==> config.mk <==
export PLATFORM = sky130hd
export DESIGN_NAME = imem_loader
export DESIGN_NICKNAME = d
export VERILOG_FILES = /design/src/rtl/imem_loader.sv
export SDC_FILE = /design/constraint.sdc
export NUM_CORES = 1
export LEC_CHECK = 0
export CAP_MARGIN = 10
export CORE_UTILIZATION = 60
export DETAILED_ROUTE_END_ITERATION = 8
export GPL_TIMING_DRIVEN = 0
export PLACE_DENSITY = 0.83
export SLEW_MARGIN = 20
export SYNTH_ARGS = -nofsm -noshare
export SYNTH_HDL_FRONTEND = slang
export SYNTH_SLANG_ARGS = --single-unit
==> constraint.sdc <==
create_clock -name clk -period 5 [get_ports clk]
set_input_delay 1 -clock clk [delete_from_list [all_inputs] [get_ports clk]]
set_output_delay 1 -clock clk [all_outputs]
set_load 0.05 [all_outputs]
==> src/rtl/imem_loader.sv <==
// imem_loader: boot-time instruction-memory loader.
// Accepts a framed byte stream (LEN_HI, LEN_LO, N x {HI, LO}, CHK).
// Words are written to instruction RAM from address 0. The core is held
// in reset until the XOR checksum over the frame verifies.
module imem_loader #(
  parameter int ADDR_W = 8
) (
  input  logic              clk,
  input  logic              rst,
  input  logic [7:0]        rx_data,
  input  logic              rx_valid,
  output logic              rx_ready,
  output logic [ADDR_W-1:0] imem_addr,
  output logic [15:0]       imem_wdata,
  output logic              imem_we,
  output logic              core_rst_n,
  output logic              load_done,
  output logic              load_err
);

  // Word count limit. N == CAP is legal, so the last write address is CAP-1.
  localparam logic [16:0] CAP = 17'(2 ** ADDR_W);

  typedef enum logic [2:0] {
    S_LEN_HI,
    S_LEN_LO,
    S_DATA_HI,
    S_DATA_LO,
    S_CHK,
    S_RUN,
    S_ERR
  } state_t;

  state_t            state, state_d;
  logic [7:0]        len_hi, len_hi_d;
  logic [15:0]       len, len_d;
  logic [7:0]        hi, hi_d;
  logic [15:0]       wcnt, wcnt_d;
  logic [7:0]        csum, csum_d;

  logic              rx_ready_d;
  logic [ADDR_W-1:0] addr_d;
  logic [15:0]       wdata_d;
  logic              we_d;
  logic              core_rst_n_d;
  logic              done_d;
  logic              err_d;

  logic              accept;
  logic [15:0]       n_len;
  logic [15:0]       wcnt_inc;

  // rx_ready is registered, so a transfer never depends combinationally on rx_valid.
  assign accept   = rx_valid & rx_ready;
  assign n_len    = {len_hi, rx_data};
  assign wcnt_inc = wcnt + 16'd1;

  // Next-state and next-output logic; every register holds unless a byte is accepted.
  always_comb begin
    state_d      = state;
    len_hi_d     = len_hi;
    len_d        = len;
    hi_d         = hi;
    wcnt_d       = wcnt;
    csum_d       = csum;
    addr_d       = imem_addr;
    wdata_d      = imem_wdata;
    we_d         = 1'b0;
    core_rst_n_d = core_rst_n;
    done_d       = load_done;
    err_d        = load_err;

    // The CHK byte itself is excluded from the running XOR.
    if (accept && state != S_CHK)
      csum_d = csum ^ rx_data;

    case (state)
      S_LEN_HI: begin
        if (accept) begin
          len_hi_d = rx_data;
          state_d  = S_LEN_LO;
        end
      end
      S_LEN_LO: begin
        if (accept) begin
          len_d = n_len;
          if (n_len == 16'd0) begin
            state_d = S_CHK;
          end else if ({1'b0, n_len} > CAP) begin
            state_d = S_ERR;
            err_d   = 1'b1;
          end else begin
            state_d = S_DATA_HI;
          end
        end
      end
      S_DATA_HI: begin
        if (accept) begin
          hi_d    = rx_data;
          state_d = S_DATA_LO;
        end
      end
      S_DATA_LO: begin
        if (accept) begin
          we_d    = 1'b1;
          addr_d  = wcnt[ADDR_W-1:0];
          wdata_d = {hi, rx_data};
          wcnt_d  = wcnt_inc;
          state_d = (wcnt_inc == len) ? S_CHK : S_DATA_HI;
        end
      end
      S_CHK: begin
        if (accept) begin
          if (rx_data == csum) begin
            state_d      = S_RUN;
            core_rst_n_d = 1'b1;
            done_d       = 1'b1;
          end else begin
            state_d = S_ERR;
            err_d   = 1'b1;
          end
        end
      end
      default: state_d = state;  // S_RUN / S_ERR are terminal until rst
    endcase

    // Ready drops on the same edge that enters a terminal state.
    rx_ready_d = (state_d != S_RUN) && (state_d != S_ERR);
  end

  // State register.
  always_ff @(posedge clk or posedge rst) begin
    if (rst) state <= S_LEN_HI;
    else     state <= state_d;
  end

  // Datapath and registered outputs.
  always_ff @(posedge clk or posedge rst) begin
    if (rst) begin
      len_hi     <= '0;
      len        <= '0;
      hi         <= '0;
      wcnt       <= '0;
      csum       <= '0;
      rx_ready   <= 1'b0;
      imem_addr  <= '0;
      imem_wdata <= '0;
      imem_we    <= 1'b0;
      core_rst_n <= 1'b0;
      load_done  <= 1'b0;
      load_err   <= 1'b0;
    end else begin
      len_hi     <= len_hi_d;
      len        <= len_d;
      hi         <= hi_d;
      wcnt       <= wcnt_d;
      csum       <= csum_d;
      rx_ready   <= rx_ready_d;
      imem_addr  <= addr_d;
      imem_wdata <= wdata_d;
      imem_we    <= we_d;
      core_rst_n <= core_rst_n_d;
      load_done  <= done_d;
      load_err   <= err_d;
    end
  end

endmodule

# [Word-level counts from Yosys, hierarchy flattened]
# Cells that the tools add are included.
[op_classes] addsub=1 n_mul=0 div_mod_pow=0 n_lt_le_gt_ge=1 eq_ne=14 shifts=0 mux=18 bitwise=2 n_reduce_logical=11
[op_table] op="3-bit 2-to-1 mux" count=8
[op_table] op="16-bit by 1-bit adder with 16-bit output, second input constant" count=1
[op_table] op="16-bit equality test" count=1
[op_table] op="16-bit by 9-bit greater-than comparator with 1-bit output, second input constant" count=1
[op_table] op="16-bit logical NOT" count=1
[op_table] op="3-bit one-hot mux with 5 select lines" count=1
[op_table] op="2-bit inequality test, second input constant" count=5
[op_table] op="3-bit inequality test, second input constant" count=3
[op_table] op="8-bit equality test" count=1
[op_table] op="2-bit AND reduction" count=4
[op_table] op="8-bit XOR" count=1
[op_table] op="1-bit 2-to-1 mux" count=7
[op_table] op="3-bit by 2-bit equality test with 1-bit output, second input constant" count=2
[op_table] op="6-bit AND reduction" count=1
[op_table] op="3-bit by 1-bit equality test with 1-bit output, second input constant" count=1
[op_table] op="3-bit equality test, second input constant" count=1
[op_table] op="3-bit logical NOT" count=1
[op_table] op="3-bit AND reduction" count=1
[op_table] op="1-bit logical AND" count=2
[op_table] op="2-bit 2-to-1 mux" count=1
[op_table] op="1-bit one-hot mux with 2 select lines" count=1
[op_table] op="2-bit nonzero test" count=1
[op_table] op="1-bit AND" count=1
[word_totals] ff_bits=87 latchBits=0 ram_bits=0 mem_bits_ro=0 inputBits=11 output_inout_bits=29 elab_cells=59 mem_count=0

# [Logic depth before layout (Yosys ltp)]
# Gate-level depths: netlist of run 1.
[logic_depth] depth_word=7 ltp_mapped=7

# [Worst setup path before layout of run 1]
# OpenSTA, ideal clock, no wires.
[synth_timing] path_kind="input-to-reg" startpoint="in rx_valid" endpoint="reg len[3]" arrival_time_ps=2550 required_time_ps=4875 slack_ps=2325 path_stages=4 n_path_buf=1 cell_sequence="nand2_1 nor3_1 clkbuf_1 mux2_2"
[synth_via] elab_chain_cells=2
[synth_rtl] element="start: declaration" line_no="11" text="input logic rx_valid,"
[synth_rtl] element="1-bit AND" line_no="54" text="assign accept = rx_valid & rx_ready;"
[synth_rtl] element="2-bit AND reduction (no line)"
[synth_rtl] element="end signal: assignment" line_no="154" text="len <= len_d;"
[synth_rtl] element="end: declaration" line_no="36" text="logic [15:0] len, len_d;"
# No other way between the ends.
# A chain may end at the register's enable or synchronous reset.

# [Worst setup path after layout of run 1]
[layout_timing] startpoint="in rx_data[4]" endpoint="reg state[1]"
[layout_via] elab_chain_cells=4 elab_cells_between_ends=7 cone_classes="eq/ne (1); mux (5); reduce/logical (1)"
[layout_rtl] element="start: declaration" line_no="10" text="input logic [7:0] rx_data,"
[layout_rtl] element="8-bit equality test or 16-bit logical NOT (tied branches)" line_no="114, 87"
[layout_rtl] element="2-bit 2-to-1 mux or 3-bit 2-to-1 mux (tied branches)" line_no="114, 87"
[layout_rtl] element="3-bit 2-to-1 mux (on tied branches)" line_no="113, 85"
[layout_rtl] element="3-bit one-hot mux with 5 select lines (*)" line_no="77" text="case (state)"
[layout_rtl] element="named net state_d[1]" line_no="34" text="state_t state, state_d;"
[layout_rtl] element="end signal: assignment" line_no="134" text="else state <= state_d;"
[layout_rtl] element="end: declaration" line_no="34"
# Mark *: on every way through the listed nets, which the timed path passes. The rest lies on a longest branch.

==> run metrics, run 1 <==
Routed WL 8.72 mm; outcome finished, violations left; Slew HR 0.407; Die ar. 7110 µm²; Final Skew between 0.01 and 0.015 ns; Root Buffer clkbuf_8; Gate Count Post-Synth about 390; Setup Fix Bufs, Post-CTS 0; Crit Path Category input pin to flop; Remaining DRCs 5; router iterations before antenna repair 6; largest family of logic cells by synthesized area simple AND/OR/NAND/NOR gates; Max Slew Vio Count 0; Max clock buf depth 2; global-route wire length before repair ~15 mm; share of cells above drive strength 1 0.143; hold crit path type flop to flop; initial antenna violation count 0; Synth Area per Inst 10.6 µm²; quantity of hold-fixing buffers added after cts 0; pin count of the biggest net entering global routing 54; Final Wtd Congestion 0.869; Synth Area in Compound Gates 0.0366; Tcrit/Tclk final 0.622; register area between 2000 and 2500 µm²; Post-Synth Simple-Gate Area 0.194; FILL cells 471; post-detail-place hpwl between 6 and 7 mm; Die W 84.4 µm; failing checks DRC; Synth async-reset ratio 1.00; CTS H-Tree Depth 3; Max Cap Viol 0; I/O pins 40; total CTS buffers 9; Comb power frac 0.385; Peak VDD IR around 0.45 mV; total global-route track usage 0.268; Core Region roughly 6500 µm²; Clk pin slew, worst setup/hold paths 0.09 ns; post-route cell area approximately 4800 µm²; Critical Path Sink Type flop; Critical Path Source Type input pin; sequential element share of the synthesized area 0.535; IO Port Bufs 39; RSZ-0062 raised after global routing no; area growth from synthesis to layout 18.9%; CP required about 5.3 ns; Clock Power Share 0.212; Worst Tran Pin Value 0.882 ns; Synth Area in Adders 0.00308; net count after synthesis 397; clk sinks 87; Int Pwr 1.77 mW; Lkg Pwr 2.18 nW; placed cell area 4590 µm²; final hold violation count 0; DR vias 3,024; Unique masters post-synth 47; Post-Syn Area 4070 µm²; switching pwr 1.10 mW; DR iter-0 viols between 150 and 200; Max Freq ~320 MHz; multi-input logic area 1790 µm²; Fin Setup TNS 0 ns; # setup viols final 0; DR vias/cell 5.84; Remaining Overflow, GRT 0; CTS tree built; prevailing post-synth register cell dfrtp_1; n_diodes 0; vias in the first global route 2,987; xor-xnor portion of the synthesized cell area 0.114; fin crit period roughly 3.1 ns; Net Sw Frac 0.384; Die Ht 84.4 µm; Site Rows 29; ANT nets after route 0; Syn. warnings 0; clk_lat worst skew approximately 0.36 ns; sequential share of power 0.403; worst path arrival time between 3 and 4 ns; Final #Nets 448; routed len/inst 16.8 µm; Initial Util 0.630; number of synthesized flops with an enable pin 0; P per Cell Area 593 nW/µm²; CP Max Fanout 7; mux cell area share after synthesis 0.0919; PostCTS Resize Cnt 0; Yosys reg bits 87
-- critical path, stage by stage --
cell and delay [ns]:
clkdlybuf4s50_1 0.63, nor4_1 0.46, nand2_1 0.17, o31ai_1 0.23, o211ai_1 0.18, or4b_1 0.52, o21ba_1 0.17
-- routing by layer --
layer	share of wire	wire [µm]	vias to the layer above	GRT usage
met1	0.44	3800	1497	0.357
met2	0.49	4230	101	0.442
met5	0	0	-	0
met4	0.029	253	0	0.122
met3	0.049	429	21	0.0364
li1	-	-	1405	-
-- registers in the layout (all words and copies together) (netlist names) --
register	cells
imem_wdata	16
len	16
wcnt	16
csum	8
hi	8
imem_addr	8
len_hi	8
state	3
imem_we	1
load_done	1
load_err	1
rx_ready	1
-- Yosys cell counts, types with 2 or more instances --
cell / instances / area share
dfrtp_1: 87 / 0.54
buf_4: 4 / 0.0074
nor2_1: 14 / 0.013
nand4_1: 8 / 0.012
xor2_1: 17 / 0.037
buf_2: 2 / 0.0025
or3_1: 2 / 0.0031
a31o_2: 2 / 0.0043
nand2_1: 99 / 0.091
mux2_1: 3 / 0.0083
nand2b_1: 3 / 0.0046
o31ai_1: 3 / 0.0055
nor4_2: 2 / 0.0061
mux2_2: 29 / 0.080
xnor2_1: 36 / 0.077
nor3_1: 11 / 0.014
inv_1: 4 / 0.0037
o22ai_1: 2 / 0.0031
nor4_1: 5 / 0.0077
clkbuf_1: 11 / 0.010
a21oi_1: 5 / 0.0061
nand3_1: 9 / 0.011
and3_1: 3 / 0.0046
-- final cells by class --
class                      count  share of cell area
timing repair buffer          40              0.0863
tap                           77              0.0199
sequential                    87               0.450
clock inverter                 7              0.0259
clock buffer                   9              0.0256
buffer                        18              0.0176
inverter                       5             0.00440
multi-input combinational    275               0.370
-- metrics by stage --
step	utilization	hold slack (ns)	total power, mW	std cells	worst slack, ns
2_1_floorplan	-	0.433	1.93	385	1.75
3_3_place_gp	0.705	0.444	2.21	501	0.486
3_5_place_dp	0.711	0.444	2.27	502	1.64
4_1_cts	0.749	0.470	2.88	518	1.89
5_1_grt	0.749	0.491	3.01	518	1.71
6_report	0.749	0.463	2.87	518	1.89
-- cell families after synthesis --
kind of cell	count (synthesis)
AOI/OAI and AO/OA	21
xor gates and xnor gates	53
adders and majority gates	1
buffers and inverters	23
DFF	87
muxes	33
and+or+nand+nor	167
-- path summary, 6_finish.rpt --
path,startpoint,to,slack [ns],cells past startpoint
worst max-delay path,rx_data[4],state[1],1.89,7
worst min-delay path,load_err,load_err,0.46,1
worst max register to register,wcnt[0],state[1],2.46,6
worst min register to register,load_err,load_err,0.46,1
max in group asynchronous,rst,len[14],3.39,3
min in group asynchronous,rst,wcnt[3],1.00,2
-- power by group through the flow --
stage	Sequential (mW)	Clock [mW]	Combinational, mW
global route	1.19	0.635	1.19
global placement	1.15	0	1.06
floorplan	1.38	0	0.549
CTS	1.16	0.609	1.11
finish	1.16	0.608	1.10
detailed placement	1.17	0	1.10
-- cells in the final DEF, fill, tap and decap left out, types with 2 or more instances in the layout --
| cell type | instances |
|---|---|
| and3_1 | 3 |
| a21oi_1 | 5 |
| nand2b_1 | 3 |
| dfrtp_1 | 87 |
| inv_1 | 3 |
| o31ai_1 | 3 |
| mux2_2 | 29 |
| buf_4 | 4 |
| nand2_1 | 99 |
| xnor2_1 | 36 |
| nand4_1 | 8 |
| buf_2 | 2 |
| clkdlybuf4s50_1 | 39 |
| clkbuf_1 | 11 |
| bufinv_16 | 3 |
| nor3_1 | 10 |
| o22ai_1 | 2 |
| mux2_1 | 3 |
| nor4_2 | 2 |
| a31o_2 | 2 |
| xor2_1 | 17 |
| nor2_1 | 14 |
| inv_6 | 4 |
| clkbuf_8 | 9 |
| or3_1 | 2 |
| nor4_1 | 5 |
| nand3_1 | 9 |
Power figures use the tool's default switching activity.
==> run 2, diff against run 1 <==
--- a/config.mk
+++ b/config.mk
@@ -6,10 +6,10 @@
 export NUM_CORES = 1
 export LEC_CHECK = 0
 export CAP_MARGIN = 10
-export CORE_UTILIZATION = 60
+export CORE_UTILIZATION = 57
 export DETAILED_ROUTE_END_ITERATION = 8
 export GPL_TIMING_DRIVEN = 0
-export PLACE_DENSITY = 0.83
+export PLACE_DENSITY = 0.8
 export SLEW_MARGIN = 20
 export SYNTH_ARGS = -nofsm -noshare
 export SYNTH_HDL_FRONTEND = slang
==> constraint.sdc (replaced) <==
create_clock -name clk -period 3.25 [get_ports clk]
set_input_delay 0.65 -clock clk [delete_from_list [all_inputs] [get_ports clk]]
set_output_delay 0.65 -clock clk [all_outputs]
set_load 0.05 [all_outputs]
==> run 2 against run 1 <==
  * The flow now finishes without violations
  * Via count shrank 3.2%
  * Sequential cell count is the same
  * Power grew 47%
  * Sequential power grew 53%
  * Non-clock buffer count is the same
  * Utilization shrank 4.7 points
  * Wire length grew 0.21%
  * Die area grew 5.1%
  * Clock power grew 21%
==> run metrics, run 2 (synthesized netlist as in run 1, its figures left out) <==
outcome finished, final reports clean (was finished, violations left); Final Total Pwr 4.20 mW (was 2.87 mW); Critical Path Source Type input pin (unchanged); ANT nets after route 0 (unchanged); hold crit path type flop to flop (unchanged); Clock Power Share 0.174 (was 0.212); IO Port Bufs 39 (unchanged); initial antenna violation count 0 (unchanged); clk_lat worst skew 0.36 ns (about the same); post-detail-place hpwl 6.05 mm (was 6.06 mm); Setup Fix Bufs, Post-CTS 0 (unchanged); Peak VDD IR 0.641 mV (was 0.449 mV); Clk pin slew, worst setup/hold paths 0.10 ns (was 0.09 ns); Remaining DRCs 0 (was 5); DR iter-0 viols 126 (was 162); CTS tree built (unchanged); Die ar. 7480 µm² (was 7110 µm²); RSZ-0062 raised after global routing no (unchanged); Final Skew 0.00924 ns (was 0.0113 ns); Tcrit/Tclk final 0.819; Critical Path Sink Type flop (unchanged); pin count of the biggest net entering global routing 53 (was 54); router iterations before antenna repair 4 (was 6); final hold violation count 0 (unchanged); quantity of hold-fixing buffers added after cts 0 (unchanged); Initial Util 0.596 (was 0.630); total global-route track usage 0.257 (was 0.268); Routed WL 8.73 mm (was 8.72 mm); Site Rows 30 (was 29); share of cells above drive strength 1 0.143 (unchanged); Int Pwr 2.49 mW (was 1.77 mW); CTS H-Tree Depth 3 (unchanged); Max Freq 376 MHz; PostCTS Resize Cnt 0 (unchanged); switching pwr 1.71 mW (was 1.10 mW); most common cell after layout, fill and taps aside nand2_1 (unchanged); area growth from synthesis to layout 17.9% (was 18.9%); M1 GR Usage 0.352 (was 0.357); post-route cell area 4800 µm² (was 4840 µm²); I/O pins 40 (unchanged); clk sinks 87 (unchanged); routed len/inst 16.3 µm (was 16.8 µm); global-route wire length before repair 14.5 mm (was 14.6 mm); n_diodes 0 (unchanged); Root Buffer clkbuf_8 (unchanged); Reg2Reg Setup Slack 0.74 ns (was 2.46 ns); DR vias/cell 5.45 (was 5.84); CP Max Fanout 7 (unchanged); Core Region 6830 µm² (was 6460 µm²); total CTS buffers 9 (unchanged); Remaining Overflow, GRT 0 (unchanged); Final #Nets 448 (unchanged); vias in the first global route 2,905 (was 2,987); CP required 3.51 ns (was 5.25 ns); Final Wtd Congestion 0.871 (was 0.869); worst path arrival time 2.93 ns (was 3.36 ns); fin crit period 2.66 ns; Max clock buf depth 2 (unchanged); sequential share of power 0.422 (was 0.403); Die Ht 86.5 µm (was 84.4 µm); largest registers imem_wdata: 16 flops, len: 16 flops, wcnt: 16 flops (unchanged); Die W 86.5 µm (was 84.4 µm); final hold slack 0.474 ns (was 0.463 ns); most frequent cells in the layout nand2_1 (99), dfrtp_1 (87), clkdlybuf4s50_1 (39) (unchanged); P per Cell Area 876 nW/µm² (was 593 nW/µm²); Crit Path Category input pin to flop (unchanged); placed cell area 4610 µm² (was 4590 µm²); Lkg Pwr 2.15 nW (was 2.18 nW); # setup viols final 0 (unchanged); met2 Track Usage GR 0.411 (was 0.442); Comb power frac 0.404 (was 0.385); Max Slew Vio Count 0 (unchanged); DR vias 2,926 (was 3,024); met3 Track Usage GR 0.0362 (was 0.0364); Net Sw Frac 0.407 (was 0.384); Worst Tran Pin Value 0.885 ns (was 0.882 ns); Slew HR 0.405 (was 0.407); grt peak-use layer met2 (unchanged); Max Cap Viol 0 (unchanged)
## run 2: final cells by class
cell class                      count  area [µm²]
Sequential cell                    87        2180
Fill cell                         527        2030
Multi-Input combinational cell    275        1790
Timing Repair Buffer               40         418
Clock buffer                        9         124
Tap cell                           96         120
Buffer                             18        85.1
Clock inverter                      7        60.1
Inverter                            5        21.3
## run 2: power groups by stage
stage	Combinational [mW]	Clock (mW)	Sequential (mW)
global route	1.82	0.775	1.82
finish	1.70	0.734	1.77
detailed placement	1.69	0	1.79
CTS	1.71	0.736	1.77
floorplan	0.844	0	2.13
global placement	1.63	0	1.76
## run 2: worst max-delay path, cell delays in order
cell             delay (ns)
clkdlybuf4s50_1        0.63
nor4_1                 0.36
nand2_1                0.15
o31ai_1                0.24
o211ai_1               0.19
or4b_1                 0.53
o21ba_1                0.17
## run 2: per-layer routing
layer,part of all wire,routed length (µm),vias up
li1,-,-,1392
met4,0.023,203,0
met3,0.028,241,17
met5,0,0,-
met2,0.49,4250,60
met1,0.46,4040,1457
## run 2: stage by stage
step	setup slack [ns]	setup TNS [ns]	cells	utilization
2_1_floorplan	0.350	0	385	-
3_3_place_gp	-0.924	-80.23	520	0.670
3_5_place_dp	0.222	0	521	0.675
4_1_cts	0.621	0	537	0.702
5_1_grt	0.475	0	537	0.702
6_report	0.588	0	537	0.702
## run 2: final timing paths
kind,start,to,cells past startpoint
setup / recovery,rx_data[4],state[1],7
hold / removal,load_err,load_err,1
setup reg to reg,wcnt[0],state[1],6
hold reg to reg,load_err,load_err,1
max in group asynchronous,rst,len[13],3
min in group asynchronous,rst,imem_wdata[3],2
==> run 3, diff against run 2 <==
--- a/config.mk
+++ b/config.mk
@@ -6,10 +6,10 @@
 export NUM_CORES = 1
 export LEC_CHECK = 0
 export CAP_MARGIN = 10
-export CORE_UTILIZATION = 57
+export CORE_UTILIZATION = 51
 export DETAILED_ROUTE_END_ITERATION = 8
 export GPL_TIMING_DRIVEN = 0
-export PLACE_DENSITY = 0.8
+export PLACE_DENSITY = 0.75
 export SLEW_MARGIN = 20
 export SYNTH_ARGS = -nofsm -noshare
 export SYNTH_HDL_FRONTEND = slang
==> constraint.sdc (replaced) <==
create_clock -name clk -period 2.18 [get_ports clk]
set_input_delay 0.436 -clock clk [delete_from_list [all_inputs] [get_ports clk]]
set_output_delay 0.436 -clock clk [all_outputs]
set_load 0.05 [all_outputs]
==> run 3 against run 2 <==
  * The run now ends with setup timing left
  * Global-route usage decreased by 2.0 points
  * Combinational power up 55%
  * Die area up 11%
  * Worst hold slack got worse by 0.0050 ns
  * Count of clock-buffer cells in the layout is 1 higher
  * Clock power rose by 43%
  * Register-to-register slack worse by 0.84 ns
  * Power rose by 51%
  * Setup slack worse by 0.69 ns
  * Final area is 3.9% higher
  * Critical path type is now flop to flop
==> run metrics, run 3 (synthesized netlist as in run 1, its figures left out) <==
clk sinks 87 (unchanged); Initial Util 0.527 (was 0.596); DR iter-0 viols 135 (was 126); Buf+Inv Stages, Crit Path 0 (was 1); I/O pins 40 (unchanged); Crit Reg-Reg Endpoint state[1] (unchanged); Root Buffer clkbuf_8 (unchanged); pin count of the biggest net entering global routing 35 (was 53); router iterations before antenna repair 5 (was 4); Critical Path Source Type flop (was input pin); worst path cell trace ha_2 -> xor2_1 -> xnor2_1 -> nand4_1 -> nor4_4 -> or4b_1 -> o21ba_1 (was clkdlybuf4s50_1 -> nor4_1 -> nand2_1 -> o31ai_1 -> o211ai_1 -> or4b_1 -> o21ba_1); reg-to-reg critical path startpoint wcnt[0] (unchanged); Remaining Overflow, GRT 0 (unchanged); post-place setup slack -0.652 ns (was 0.222 ns); clk_lat worst skew 0.35 ns (was 0.36 ns); DR vias 2,963 (was 2,926); CP Max Fanout 4 (was 7); Tcrit/Tclk final 1.05; CP peak stage delay 0.46 ns (was 0.63 ns); register area 2190 µm² (was 2180 µm²); Routed WL 8.88 mm (was 8.73 mm); P per Cell Area 1270 nW/µm² (was 876 nW/µm²); DR vias/cell 5.37 (was 5.45); area growth from synthesis to layout 22.5% (was 17.9%); global-route wire length before repair 15.1 mm (was 14.5 mm); ANT nets after route 0 (unchanged); worst path arrival time 2.53 ns (was 2.93 ns); initial antenna violation count 0 (unchanged); largest registers imem_wdata: 16 flops, len: 16 flops, wcnt: 16 flops (unchanged); Clk pin slew, worst setup/hold paths 0.09 ns (was 0.10 ns); final hold slack 0.469 ns (was 0.474 ns); Critical Path Sink Type flop (unchanged); Fin Setup TNS -0.103 ns (was 0 ns); vias in the first global route 2,940 (was 2,905); Die Ht 91.3 µm (was 86.5 µm); most frequent cells in the layout nand2_1 (99), dfrtp_1 (79), xnor2_1 (36) (was nand2_1 (99), dfrtp_1 (87), clkdlybuf4s50_1 (39)); R2R cell count 7 (was 6); Core Region 7730 µm² (was 6830 µm²); post-detail-place hpwl 5.98 mm (was 6.05 mm); CTS H-Tree Depth 3 (unchanged); FILL cells 601 (was 527); Max clock buf depth 2 (unchanged); Lkg Pwr 2.20 nW (was 2.15 nW); multi-input logic area 1870 µm² (was 1790 µm²); Die W 91.3 µm (was 86.5 µm); Die ar. 8340 µm² (was 7480 µm²); Final #Nets 457 (was 448); most common cell after layout, fill and taps aside nand2_1 (unchanged); Worst path top cell family by delay simple AND/OR/NAND/NOR gates (unchanged); Final Skew 0.0106 ns (was 0.00924 ns); # setup viols final 1 (was 0); Reg2Reg Setup Slack -0.10 ns (was 0.74 ns); routed len/inst 16.1 µm (was 16.3 µm); Worst Tran Pin Value 0.898 ns (was 0.885 ns); outcome finished, violations left (was finished, final reports clean); Max Cap Viol 0 (unchanged); IO Port Bufs 39 (unchanged); hold crit path type input pin to async pin (was flop to flop); CTS tree built (unchanged); final hold violation count 0 (unchanged); fin util 0.645 (was 0.702); Max Freq roughly 440 MHz; n_diodes 0 (unchanged); Remaining DRCs 0 (unchanged); Max Slew Vio Count 0 (unchanged); Peak VDD IR 0.930 mV (was 0.641 mV); total CTS buffers 9 (unchanged); Final Wtd Congestion 0.839 (was 0.871); RSZ-0062 raised after global routing yes (was no); CP max stage cell or4b_1 (was clkdlybuf4s50_1); Crit Path Category flop to flop (was input pin to flop); Site Rows 32 (was 30); share of cells above drive strength 1 0.207 (was 0.143); CP required 2.43 ns (was 3.51 ns); Slew HR 0.396 (was 0.405); Worst Slack Setup Final -0.103 ns (was 0.588 ns); fin crit period 2.28 ns; total global-route track usage 0.237 (was 0.257); failing checks setup timing
==> run 3: changes by cell type in the layout (fill, tap and decap cells not counted), moves of 4 or more <==
cell	delta
buf_4	+8
clkdlybuf4s50_1	-8
dfrtp_1	-8
dfrtp_2	+8
dlygate4sd2_1	+8
clkbuf_1	-5
buf_6	+4
==> run 3: through the flow <==
step,power [mW],cells,cell area [µm²]
floorplan,4.44,385,4080
global placement,5.08,526,4600
detailed placement,5.19,528,4640
CTS,6.34,551,4930
global route,6.69,552,4980
finish,6.34,552,4980
==> run 3: worst max-delay path by stage <==
stage	start	to	slack [ns]	depth (start not counted)
after CTS	wcnt[4]	state[1]	-0.11	6
after global routing	wcnt[8]	state[1]	-0.16	7
after detailed placement	rx_data[3]	state[1]	-0.65	7
final	wcnt[0]	state[1]	-0.10	7
after floorplan	rx_ready	len[3]	0.01	4
after global placement	rx_data[4]	state[1]	-0.60	7
==> run 3: what timing repair did <==
item                                    4_1_cts  5_1_grt
setup buffers                                 8        2
hold buffers                                  0        0
gates resized for setup                      25       13
pin swaps                                     5        2
endpoints found under the setup margin       11       32
==> run 3: cell type report <==
type,count,area share
multi-input cells,275,0.375
inverters,5,0.00452
repair buffers,51,0.0994
flip-flops and latches,87,0.439
well taps,102,0.0256
clock inverters,6,0.00853
plain buffers,16,0.0203
clock buffers,10,0.0276
==> run 3: per-layer routing <==
| metal | global-route usage | share of wire | vias to the layer above |
|---|---|---|---|
| li1 | - | - | 1414 |
| met1 | 0.339 | 0.47 | 1480 |
| met2 | 0.364 | 0.48 | 57 |
| met3 | 0.0302 | 0.026 | 12 |
| met4 | 0.107 | 0.023 | 0 |
| met5 | 0 | 0 | - |
==> run 3: where the power goes <==
part	internal (mW)	total (mW)	switching, mW
logic	1.14	2.63	1.49
registers	2.20	2.67	0.464
clock network	0.450	1.05	0.597
total	3.79	6.34	2.55
